==> src/rtl/baud_pkg.sv <==
// Shared definitions for the baud-rate controller.
// Holds the rate codes, the 16x divisor table and the controller FSM state encoding.
// Used by baud_ctrl and baud_tick_gen through import baud_pkg::*.
package baud_pkg;

    typedef enum logic [1:0] {
        Rate2400  = 2'b00,
        Rate4800  = 2'b01,
        Rate9600  = 2'b10,
        Rate19200 = 2'b11
    } rate_e;

    typedef enum logic [1:0] {
        StRun   = 2'b00,
        StDrain = 2'b01,
        StLoad  = 2'b10
    } state_e;

    // 50 MHz / (16 * baud), rounded to the nearest integer
    localparam int unsigned DIV_2400  = 1302;
    localparam int unsigned DIV_4800  = 651;
    localparam int unsigned DIV_9600  = 326;
    localparam int unsigned DIV_19200 = 163;

    function automatic int unsigned rate_div(input logic [1:0] rate);
        int unsigned div;
        div = DIV_9600;
        unique case (rate)
            Rate2400:  div = DIV_2400;
            Rate4800:  div = DIV_4800;
            Rate9600:  div = DIV_9600;
            Rate19200: div = DIV_19200;
            default:   div = DIV_9600;
        endcase
        return div;
    endfunction

endpackage

==> src/rtl/baud_tick_gen.sv <==
// 16x divider and bit-phase counter.
// Ports:
//   clock, reset - system clock, asynchronous active-high reset
//   div          - divisor for the active rate (tick16 period in cycles)
//   clear        - synchronously zero both counters and suppress output pulses
//   tick16       - one-cycle pulse every div cycles
//   bit_tick     - one-cycle pulse on every 16th tick16 (phase wrap 15 -> 0)
module baud_tick_gen
    import baud_pkg::*;
#(
    parameter int unsigned CNT_W = 11
) (
    input  logic             clock,
    input  logic             reset,
    input  logic [CNT_W-1:0] div,
    input  logic             clear,
    output logic             tick16,
    output logic             bit_tick
);

    logic [CNT_W-1:0] div_cnt_q, div_cnt_d;
    logic [3:0]       phase_q, phase_d;
    logic             at_end;

    always_comb begin
        at_end    = (div_cnt_q == div - CNT_W'(1));
        tick16    = at_end && !clear;
        bit_tick  = tick16 && (phase_q == 4'd15);
        div_cnt_d = div_cnt_q + CNT_W'(1);
        phase_d   = phase_q;
        if (clear) begin
            div_cnt_d = '0;
            phase_d   = '0;
        end else if (at_end) begin
            div_cnt_d = '0;
            phase_d   = phase_q + 4'd1;
        end
    end

    always_ff @(posedge clock or posedge reset) begin
        if (reset) begin
            div_cnt_q <= '0;
            phase_q   <= '0;
        end else begin
            div_cnt_q <= div_cnt_d;
            phase_q   <= phase_d;
        end
    end

endmodule

==> src/rtl/baud_ctrl.sv <==
// Baud-rate controller: generates 16x and bit ticks and switches rate only between frames.
// A rate request is accepted in RUN, then the FSM waits in DRAIN (old rate still ticking)
// until both serial units are idle, and spends one LOAD cycle installing the new rate and
// restarting the tick phase.
// Ports:
//   clock, reset         - system clock, asynchronous active-high reset
//   cfg_valid/cfg_rate   - rate-change request; cfg_ready high only in RUN
//   tx_busy, rx_busy     - serial units are mid-frame
//   tick16, bit_tick     - rate pulses
//   active_rate          - rate code in use
//   switching            - high while not in RUN
//   timeout              - sticky, set when a drain was forced
// Optional feature: define BAUD_CTRL_TIMEOUT_EN to force LOAD after TIMEOUT_BITS bit_ticks in
// DRAIN; without it DRAIN waits indefinitely and timeout is tied low.
module baud_ctrl
    import baud_pkg::*;
#(
    parameter int unsigned CNT_W        = 11,
    parameter logic [1:0]  RESET_RATE   = 2'b10,
    parameter int unsigned TIMEOUT_BITS = 32
) (
    input  logic       clock,
    input  logic       reset,
    input  logic       cfg_valid,
    input  logic [1:0] cfg_rate,
    output logic       cfg_ready,
    input  logic       tx_busy,
    input  logic       rx_busy,
    output logic       tick16,
    output logic       bit_tick,
    output logic [1:0] active_rate,
    output logic       switching,
    output logic       timeout
);

    state_e           state_q, state_d;
    logic [1:0]       active_rate_q, active_rate_d;
    logic [1:0]       pending_rate_q, pending_rate_d;
    logic             clear;
    logic [CNT_W-1:0] div_val;

`ifdef BAUD_CTRL_TIMEOUT_EN
    localparam int unsigned TO_W = $clog2(TIMEOUT_BITS + 1);
    logic [TO_W-1:0] drain_bits_q, drain_bits_d;
    logic            timeout_q, timeout_d;
`else
    // Parameter only matters when the drain timeout is built in
    logic unused_timeout_bits;
    assign unused_timeout_bits = |TIMEOUT_BITS;
`endif

    assign div_val = CNT_W'(rate_div(active_rate_q));

    baud_tick_gen #(
        .CNT_W (CNT_W)
    ) u_tick_gen (
        .clock    (clock),
        .reset    (reset),
        .div      (div_val),
        .clear    (clear),
        .tick16   (tick16),
        .bit_tick (bit_tick)
    );

    always_comb begin
        state_d        = state_q;
        active_rate_d  = active_rate_q;
        pending_rate_d = pending_rate_q;
        cfg_ready      = 1'b0;
        clear          = 1'b0;
`ifdef BAUD_CTRL_TIMEOUT_EN
        drain_bits_d   = drain_bits_q;
        timeout_d      = timeout_q;
`endif
        unique case (state_q)
            StRun: begin
                cfg_ready = 1'b1;
                if (cfg_valid) begin
                    pending_rate_d = cfg_rate;
                    state_d        = StDrain;
`ifdef BAUD_CTRL_TIMEOUT_EN
                    drain_bits_d   = '0;
`endif
                end
            end
            StDrain: begin
                // Ticks keep running at the old rate until both units are between frames
                if (!tx_busy && !rx_busy) begin
                    state_d = StLoad;
                end
`ifdef BAUD_CTRL_TIMEOUT_EN
                else if (bit_tick) begin
                    if (drain_bits_q == TO_W'(TIMEOUT_BITS - 1)) begin
                        state_d   = StLoad;
                        timeout_d = 1'b1;
                    end
                    drain_bits_d = drain_bits_q + TO_W'(1);
                end
`endif
            end
            StLoad: begin
                active_rate_d = pending_rate_q;
                clear         = 1'b1;
                state_d       = StRun;
            end
            default: state_d = StRun;
        endcase
    end

    always_ff @(posedge clock or posedge reset) begin
        if (reset) begin
            state_q        <= StRun;
            active_rate_q  <= RESET_RATE;
            pending_rate_q <= RESET_RATE;
        end else begin
            state_q        <= state_d;
            active_rate_q  <= active_rate_d;
            pending_rate_q <= pending_rate_d;
        end
    end

`ifdef BAUD_CTRL_TIMEOUT_EN
    always_ff @(posedge clock or posedge reset) begin
        if (reset) begin
            drain_bits_q <= '0;
            timeout_q    <= 1'b0;
        end else begin
            drain_bits_q <= drain_bits_d;
            timeout_q    <= timeout_d;
        end
    end
    assign timeout = timeout_q;
`else
    assign timeout = 1'b0;
`endif

    assign active_rate = active_rate_q;
    assign switching   = (state_q != StRun);

endmodule

==> config.mk <==
export PLATFORM = sky130hd
export DESIGN_NAME = baud_ctrl
export DESIGN_NICKNAME = d
export VERILOG_FILES = /design/src/rtl/baud_pkg.sv /design/src/rtl/baud_tick_gen.sv /design/src/rtl/baud_ctrl.sv
export SDC_FILE = /design/constraint.sdc
export NUM_CORES = 1
export LEC_CHECK = 0
export ABC_AREA = 1
export ABC_CLOCK_PERIOD_IN_PS = 3050
export BUFFER_PORTS_ARGS = -buffer_cell sky130_fd_sc_hd__buf_2
export CORE_ASPECT_RATIO = 2
export CORE_MARGIN = 2
export CORE_UTILIZATION = 58
export CTS_CLUSTER_DIAMETER = 50
export DETAILED_ROUTE_END_ITERATION = 10
export GPL_TIMING_DRIVEN = 0
export PLACE_DENSITY = 0.89
export SKIP_LAST_GASP = 1
export SLEW_MARGIN = 30
export SYNTH_ARGS = -nofsm -noshare
export SYNTH_HDL_FRONTEND = slang
export SYNTH_HIERARCHICAL = 1
export SYNTH_SLANG_ARGS = --single-unit
==> constraint.sdc <==
create_clock -name clock -period 3.05 [get_ports clock]
set_input_delay 0.7625 -clock clock [delete_from_list [all_inputs] [get_ports clock]]
set_output_delay 0.7625 -clock clock [all_outputs]
set_load 0.01 [all_outputs]
==> impl_metrics.sql, run 1 <==
INSERT INTO impl_metrics (metric_group, metric, value, unit) VALUES
('status', 'outcome', 'complete, no violations', ''),
('routing', 'viasPerCell', '5.24', ''),
('worst_setup_path', 'worst_setup_path_start_kind', 'register', ''),
('synth', 'postSynthRegisterBits', '21', ''),
('final_layout', 'mostFrequentLayoutCell', 'sky130_fd_sc_hd__nand2_1', ''),
('clock_network', 'worst_path_clk_slew', '0.07', 'ns'),
('placed_design', 'gp_routability_congestion', '0.738', ''),
('worst_setup_path', 'critical_path.n_buffers_inverters', '3', ''),
('power', 'power.static_leakage', '0.917', 'nW'),
('clock_network', 'ctsRootBufferMaster', 'sky130_fd_sc_hd__clkbuf_8', ''),
('routing', 'drtIter0Drc', '29', ''),
('floorplan', 'floorplan.die.width', '40.1', 'um'),
('sta', 'final.min_clock_period', '2.92', 'ns'),
('final_layout', 'mostFrequentLayoutCells', 'sky130_fd_sc_hd__nand2_1, sky130_fd_sc_hd__inv_1, sky130_fd_sc_hd__nor2_1', ''),
('synth', 'ys.warnings.count', '6', ''),
('power', 'vdd_ir_drop_max', '0.555', 'mV'),
('clock_network', 'clock_tree.htree_level_count', '1', ''),
('worst_setup_path', 'cp_slowest_stage_delay', '0.38', 'ns'),
('worst_setup_path', 'timing.critical_path.slowest_stage_cell', 'sky130_fd_sc_hd__dfrtp_2', ''),
('final_layout', 'layout-drive-gt1-share', '0.159', ''),
('sta', 'period_utilization', '0.959', ''),
('run', 'max_cap_viol_count', '0', ''),
('clock_network', 'ctsHoldBuffers', '0', ''),
('final_layout', 'layout.core_utilization', '0.677', ''),
('grt', 'grt_pass1_wl', '5.60', 'mm'),
('sta', 'final.setup.worst_slack', '0.126', 'ns'),
('grt', 'grt_antenna_before_repair', '0', ''),
('synth', 'synth_area_per_cell', '6.70', 'um^2'),
('worst_setup_path', 'startpoint', 'active_rate[0]$_DFFE_PP0P_', ''),
('sta', 'report.final.slew_viol_count', '0', ''),
('clock_network', 'cts-buffers-inserted', '3', ''),
('synth', 'async_flop_share', '1.00', ''),
('clock_network', 'clock_tree.buffer_depth', '2', ''),
('routing', 'remaining_drc_errors', '0', ''),
('floorplan', 'core_area', '2500', 'um^2'),
('sta', 'finClkSkew', '0.000750', 'ns'),
('worst_setup_path', 'worst_ep_arrival_time', '2.16', 'ns'),
('clock_network', 'tritoncts', 'built', ''),
('worst_setup_path', 'worst-endpoint-required', '2.29', 'ns'),
('synth', 'synth_enable_flop_cells', '0', ''),
('clock_network', 'cts.sinks', '21', ''),
('sta', 'max-slew-margin-rel', '0.612', ''),
('placed_design', 'buffer_ports.inserted', '12', ''),
('worst_setup_path', 'critical_path.cell_chain', 'buf_4 -> inv_2 -> ha_1 -> xor2_1 -> nand2_1 -> nor2_2 -> nand3_1 -> nor2_2 -> nand3_4 -> nor3_2 -> buf_2', ''),
('grt', 'via_count_of_the_first_global_routing_pass', '1406', ''),
('synth', 'yosys_most_used_dff', 'sky130_fd_sc_hd__dfrtp_1', ''),
('synth', 'synth_seq_area_share', '0.348', ''),
('worst_setup_path', 'timing.rr.start', 'active_rate[0]$_DFFE_PP0P_', ''),
('routing', 'wl_per_cell', '11.8', 'um'),
('worst_setup_path', 'crit_path_end_kind', 'primary output', ''),
('sta', 'fmaxAchievable', '0.342', 'GHz'),
('synth', 'synthCells', '226', ''),
('routing', 'vias', '1430', ''),
('final_layout', 'diode_count', '0', ''),
('sta', 'grt_setup_unrepaired', 'no', ''),
('clock_network', 'clock_insertion_delay_worst_skew', '0.26', 'ns'),
('routing', 'ant_nets', '0', ''),
('placed_design', 'dpl.hpwl', '2.57', 'mm'),
('placed_design', 'place_ws', '-0.0107', 'ns'),
('sta', 'hold_viol_final', '0', ''),
('synth', 'mappedNetlistArea', '1520', 'um^2'),
('floorplan', 'dieArea', '3060', 'um^2'),
('grt', 'leftover_overflow_at_the_end_of_global_routing', '0', ''),
('worst_setup_path', 'timing.critical_path.max_delay_family', 'simple AND/OR/NAND/NOR gates', ''),
('worst_setup_path', 'critPathMostFrequentCell', 'sky130_fd_sc_hd__nor2_2', ''),
('final_layout', 'fin_nets', '256', ''),
('floorplan', 'floorplan.die.height', '76.3', 'um'),
('routing', 'drt_pre_antenna_iters', '4', ''),
('grt', 'grt_start_max_net_pins', '16', ''),
('floorplan', 'floorplan.rows', '26', ''),
('routing', 'finalWirelength', '3.24', 'mm');
==> path summary, 6_finish.rpt <==
kind	end	slack [ns]	cells past startpoint
worst min-delay path	state_q[0]$_DFFE_PP0P_	0.40	2
min in group clock	active_rate[1]$_DFFE_PP1P_	0.47	2
worst max register to register	u_tick_gen/div_cnt_q[8]$_DFF_PP0_	0.86	13
worst max-delay path	bit_tick	0.13	11
worst min register to register	active_rate[1]$_DFFE_PP1P_	0.47	2
max in group asynchronous	u_tick_gen/phase_q[0]$_DFFE_PP0P_	2.12	2
==> power breakdown <==
group          switching, mW  internal, mW
Sequential            0.0926         0.375
Clock                 0.0867        0.0932
Combinational          0.579         0.316
Total                  0.758         0.785
==> synthesized netlist by cell type, types with 2 or more instances <==
library cell	instances	area, um^2
sky130_fd_sc_hd__inv_1	36	135
sky130_fd_sc_hd__nand2_2	4	25.0
sky130_fd_sc_hd__dfrtp_1	19	475
sky130_fd_sc_hd__nor3_1	5	25.0
sky130_fd_sc_hd__xnor2_1	3	26.3
sky130_fd_sc_hd__nor2_2	2	12.5
sky130_fd_sc_hd__nor2_1	27	101
sky130_fd_sc_hd__dfstp_2	2	52.6
sky130_fd_sc_hd__nand4_1	7	43.8
sky130_fd_sc_hd__ha_1	3	37.5
sky130_fd_sc_hd__nand3_1	22	110
sky130_fd_sc_hd__nor2_4	3	33.8
sky130_fd_sc_hd__xor2_1	9	78.8
sky130_fd_sc_hd__nand3b_1	2	15.0
sky130_fd_sc_hd__o21ai_0	7	35.0
sky130_fd_sc_hd__conb_1	2	7.51
sky130_fd_sc_hd__nand2_1	66	248
==> final cells by class <==
class	count	area (um^2)	share of cell area
plain buffers	3	26.3	0.0155
multi-input cells	165	843	0.497
inverters	38	143	0.0841
well taps	28	35.0	0.0206
repair buffers	14	75.1	0.0442
clock buffers	4	45.0	0.0265
flip-flops and latches	21	529	0.312
==> per-layer routing <==
| layer | part of all wire | wire length, um | vias to the layer above | GRT usage |
|---|---|---|---|---|
| met4 | 0.028 | 89 | 0 | 0.117 |
| li1 | - | - | 731 | - |
| met5 | 0 | 0 | - | 0 |
| met2 | 0.60 | 1930 | 25 | 0.494 |
| met3 | 0.023 | 75 | 7 | 0.0262 |
| met1 | 0.35 | 1140 | 667 | 0.243 |
==> kinds of logic (layout without fill, tap and decap cells) <==
group / after synthesis / in the layout / synth area share
AO/OA/AOI/OAI: 8 / 8 / 0.0264
XOR/XNOR: 12 / 12 / 0.0694
adder cells (fa/ha/maj): 3 / 3 / 0.0248
buffers and inverters: 41 / 59 / 0.109
flip-flops: 21 / 21 / 0.348
other: 2 / 3 / 0.00496
AND/OR/NAND/NOR: 139 / 139 / 0.417
==> timing repair <==
| action | in CTS | in global routing |
|---|---|---|
| buffers inserted | 1 | 1 |
| gates resized for setup | 6 | 4 |
| setup endpoints to repair | 2 | 2 |
| pin swaps | 1 | 1 |
==> sequential cells by signal, indices dropped and copies added (netlist names) <==
signal / count
u_tick_gen/div_cnt_q: 11
active_rate: 2
pending_rate_q: 2
u_tick_gen/phase_q: 4
state_q: 2
==> stage by stage <==
step	hold WS, ns	TNS (ns)	power (mW)	cell area, um^2	cells
finish	0.400	0	1.54	1700	273
global placement	0.448	-0.00223	1.28	1610	267
global route	0.422	0	1.70	1700	273
floorplan	0.442	0	1.13	1520	227
CTS	0.402	0	1.52	1680	272
detailed placement	0.459	-0.0107	1.30	1610	267
No activity file was read; power rests on OpenSTA's default activity.
==> inputs of run 2 (changes only) <==
--- a/config.mk
+++ b/config.mk
@@ -15,6 +15,7 @@
 export DETAILED_ROUTE_END_ITERATION = 10
 export GPL_TIMING_DRIVEN = 0
 export PLACE_DENSITY = 0.89
+export RECOVER_POWER = 25
 export SKIP_LAST_GASP = 1
 export SLEW_MARGIN = 30
 export SYNTH_ARGS = -nofsm -noshare
==> impl_metrics.sql, run 2 (synthesis results as in run 1) <==
INSERT INTO impl_metrics (metric_group, metric, value, unit) VALUES
('final_layout', 'multi_input_comb_area', '831', 'um^2'),
('routing', 'drt_pre_antenna_iters', '4', ''),
('final_layout', 'largest-register', 'u_tick_gen/div_cnt_q', ''),
('worst_setup_path', 'worst_setup_path_start_kind', 'register', ''),
('min_path', 'min-delay-path-class', 'primary input to async pin', ''),
('placed_design', 'post-place-cells', '267', ''),
('sta', 'period_utilization', '0.959', ''),
('floorplan', 'floorplan.die.width', '40.1', 'um'),
('sta', 'report.final.slew_viol_count', '0', ''),
('worst_setup_path', 'r2r_cells', '13', ''),
('power', 'vdd_ir_drop_max', '0.554', 'mV'),
('run', 'max_cap_viol_count', '0', ''),
('routing', 'drtIter0Drc', '31', ''),
('floorplan', 'io_pins', '14', ''),
('clock_network', 'tritoncts', 'built', ''),
('power', 'totalPowerFinal', '1.53', 'mW'),
('grt', 'globalRouteTotalUtil', '0.262', ''),
('sta', 'final.setup.worst_slack', '0.126', 'ns'),
('clock_network', 'worst_path_clk_slew', '0.07', 'ns'),
('power', 'clock_power_share', '0.118', ''),
('routing', 'viasPerCell', '5.24', ''),
('sta', 'final-setup-viol-count', '0', ''),
('floorplan', 'dieArea', '3060', 'um^2'),
('sta', 'finClkSkew', '0.000704', 'ns'),
('routing', 'finalWirelength', '3.23', 'mm'),
('power', 'power.static_leakage', '0.917', 'nW'),
('final_layout', 'fillCellCount', '217', ''),
('sta', 'finalSetupTns', '0', 'ns'),
('worst_setup_path', 'timing.setup.critical_path_class', 'register to primary output', ''),
('sta', 'fmaxAchievable', '0.342', 'GHz'),
('clock_network', 'cts.sinks', '21', ''),
('power', 'power.density', '908', 'nW/um^2'),
('final_layout', 'final_design_area_no_fill', '1680', 'um^2'),
('worst_setup_path', 'worst-endpoint-required', '2.29', 'ns'),
('clock_network', 'clock_tree.htree_level_count', '1', ''),
('final_layout', 'layout-drive-gt1-share', '0.143', ''),
('grt', 'via_count_of_the_first_global_routing_pass', '1406', ''),
('placed_design', 'place_ws', '-0.0107', 'ns'),
('floorplan', 'core_area', '2500', 'um^2'),
('power', 'seq_power_share', '0.303', ''),
('worst_setup_path', 'crit_path_end_kind', 'primary output', ''),
('clock_network', 'clock_tree.buffer_depth', '2', ''),
('final_layout', 'fin_nets', '256', ''),
('status', 'outcome', 'complete, no violations', ''),
('power', 'intPower', '0.779', 'mW'),
('final_layout', 'layout.core_utilization', '0.672', ''),
('clock_network', 'cts-buffers-inserted', '3', ''),
('worst_setup_path', 'worst_ep_arrival_time', '2.16', 'ns'),
('power', 'power_switching_share', '0.491', ''),
('final_layout', 'instances_no_fill', '273', ''),
('placed_design', 'dpl.hpwl', '2.57', 'mm'),
('clock_network', 'clock_insertion_delay_worst_skew', '0.26', 'ns'),
('clock_network', 'ctsHoldBuffers', '0', ''),
('final_layout', 'largest_register_ff_count', '11', ''),
('floorplan', 'floorplan.rows', '26', ''),
('grt', 'leftover_overflow_at_the_end_of_global_routing', '0', ''),
('sta', 'max-slew-margin-rel', '0.612', ''),
('final_layout', 'diode_count', '0', ''),
('sta', 'final.min_clock_period', '2.92', 'ns'),
('routing', 'wl_per_cell', '11.8', 'um'),
('routing', 'vias', '1430', ''),
('sta', 'holdWs', '0.400', 'ns'),
('routing', 'ant_nets', '0', ''),
('sta', 'worst_slew_pin_tran', '0.581', 'ns'),
('floorplan', 'floorplan.die.height', '76.3', 'um'),
('final_layout', 'mostFrequentLayoutCells', 'sky130_fd_sc_hd__nand2_1, sky130_fd_sc_hd__inv_1, sky130_fd_sc_hd__nor2_1', ''),
('clock_network', 'ctsRootBufferMaster', 'sky130_fd_sc_hd__clkbuf_8', ''),
('grt', 'grt_start_max_net_pins', '16', ''),
('routing', 'remaining_drc_errors', '0', ''),
('final_layout', 'mostFrequentLayoutCell', 'sky130_fd_sc_hd__nand2_1', ''),
('grt', 'grt_antenna_before_repair', '0', ''),
('grt', 'grt_pass1_wl', '5.60', 'mm'),
('final_layout', 'top_regs', 'u_tick_gen/div_cnt_q x11, u_tick_gen/phase_q x4', ''),
('final_layout', 'area_delta_synth_final', '11.1', '%'),
('placed_design', 'placedInstanceArea', '1610', 'um^2'),
('placed_design', 'gp_routability_congestion', '0.738', ''),
('worst_setup_path', 'cp_max_fo', '6', ''),
('sta', 'grt_setup_unrepaired', 'no', ''),
('floorplan', 'initial_core_util', '0.605', ''),
('sta', 'hold_viol_final', '0', ''),
('power', 'net-switching-power', '0.750', 'mW'),
('placed_design', 'buffer_ports.inserted', '12', ''),
('final_layout', 'sequential_cell_area', '529', 'um^2'),
('power', 'combinational_cell_fraction_of_total_power', '0.580', '');
==> run 2: worst paths after layout <==
kind	start	endpoint	slack, ns
setup / recovery	active_rate[0]$_DFFE_PP0P_	bit_tick	0.13
hold / removal	reset	state_q[0]$_DFFE_PP0P_	0.40
setup reg to reg	active_rate[0]$_DFFE_PP0P_	u_tick_gen/div_cnt_q[8]$_DFF_PP0_	0.86
hold reg to reg	pending_rate_q[1]$_DFFE_PP1P_	active_rate[1]$_DFFE_PP1P_	0.48
max in group asynchronous	reset	u_tick_gen/phase_q[0]$_DFFE_PP0P_	2.11
min in group clock	pending_rate_q[1]$_DFFE_PP1P_	active_rate[1]$_DFFE_PP1P_	0.48
==> run 2: power groups by stage <==
stage	combinational [mW]	clock [mW]	sequential (mW)
global placement	0.810	0	0.466
finish	0.886	0.180	0.463
floorplan	0.670	0	0.457
CTS	0.871	0.188	0.461
global route	1.01	0.196	0.475
detailed placement	0.834	0	0.470
==> run 2: layout make-up <==
class,instances,share of cell area
buffer,3,0.0156
clock buffer,4,0.0267
inverter,38,0.0847
multi-input combinational,165,0.493
sequential,21,0.314
tap,28,0.0208
timing repair buffer,14,0.0446
==> run 2: critical path: stages, from the launching register on <==
cell and delay (ns):
sky130_fd_sc_hd__dfrtp_2 0.38, sky130_fd_sc_hd__buf_4 0.16, sky130_fd_sc_hd__inv_2 0.07, sky130_fd_sc_hd__ha_1 0.31, sky130_fd_sc_hd__xor2_1 0.14, sky130_fd_sc_hd__nand2_1 0.08, sky130_fd_sc_hd__nor2_2 0.13, sky130_fd_sc_hd__nand3_1 0.13
sky130_fd_sc_hd__nor2_2 0.14, sky130_fd_sc_hd__nand3_4 0.10, sky130_fd_sc_hd__nor3_2 0.10, sky130_fd_sc_hd__buf_2 0.14
==> run 2: timing repair <==
action / in CTS / in global routing
gates resized for setup: 6 / 4
endpoints found under the setup margin: 2 / 2
pin swaps: 1 / 1
setup buffers: 1 / 1
endpoints found under the hold margin: 0 / 0
==> run 2: routing by layer <==
layer	share of wire	global-route usage
met2	0.60	0.494
met3	0.022	0.0262
met5	0	0
met4	0.028	0.117
met1	0.35	0.243
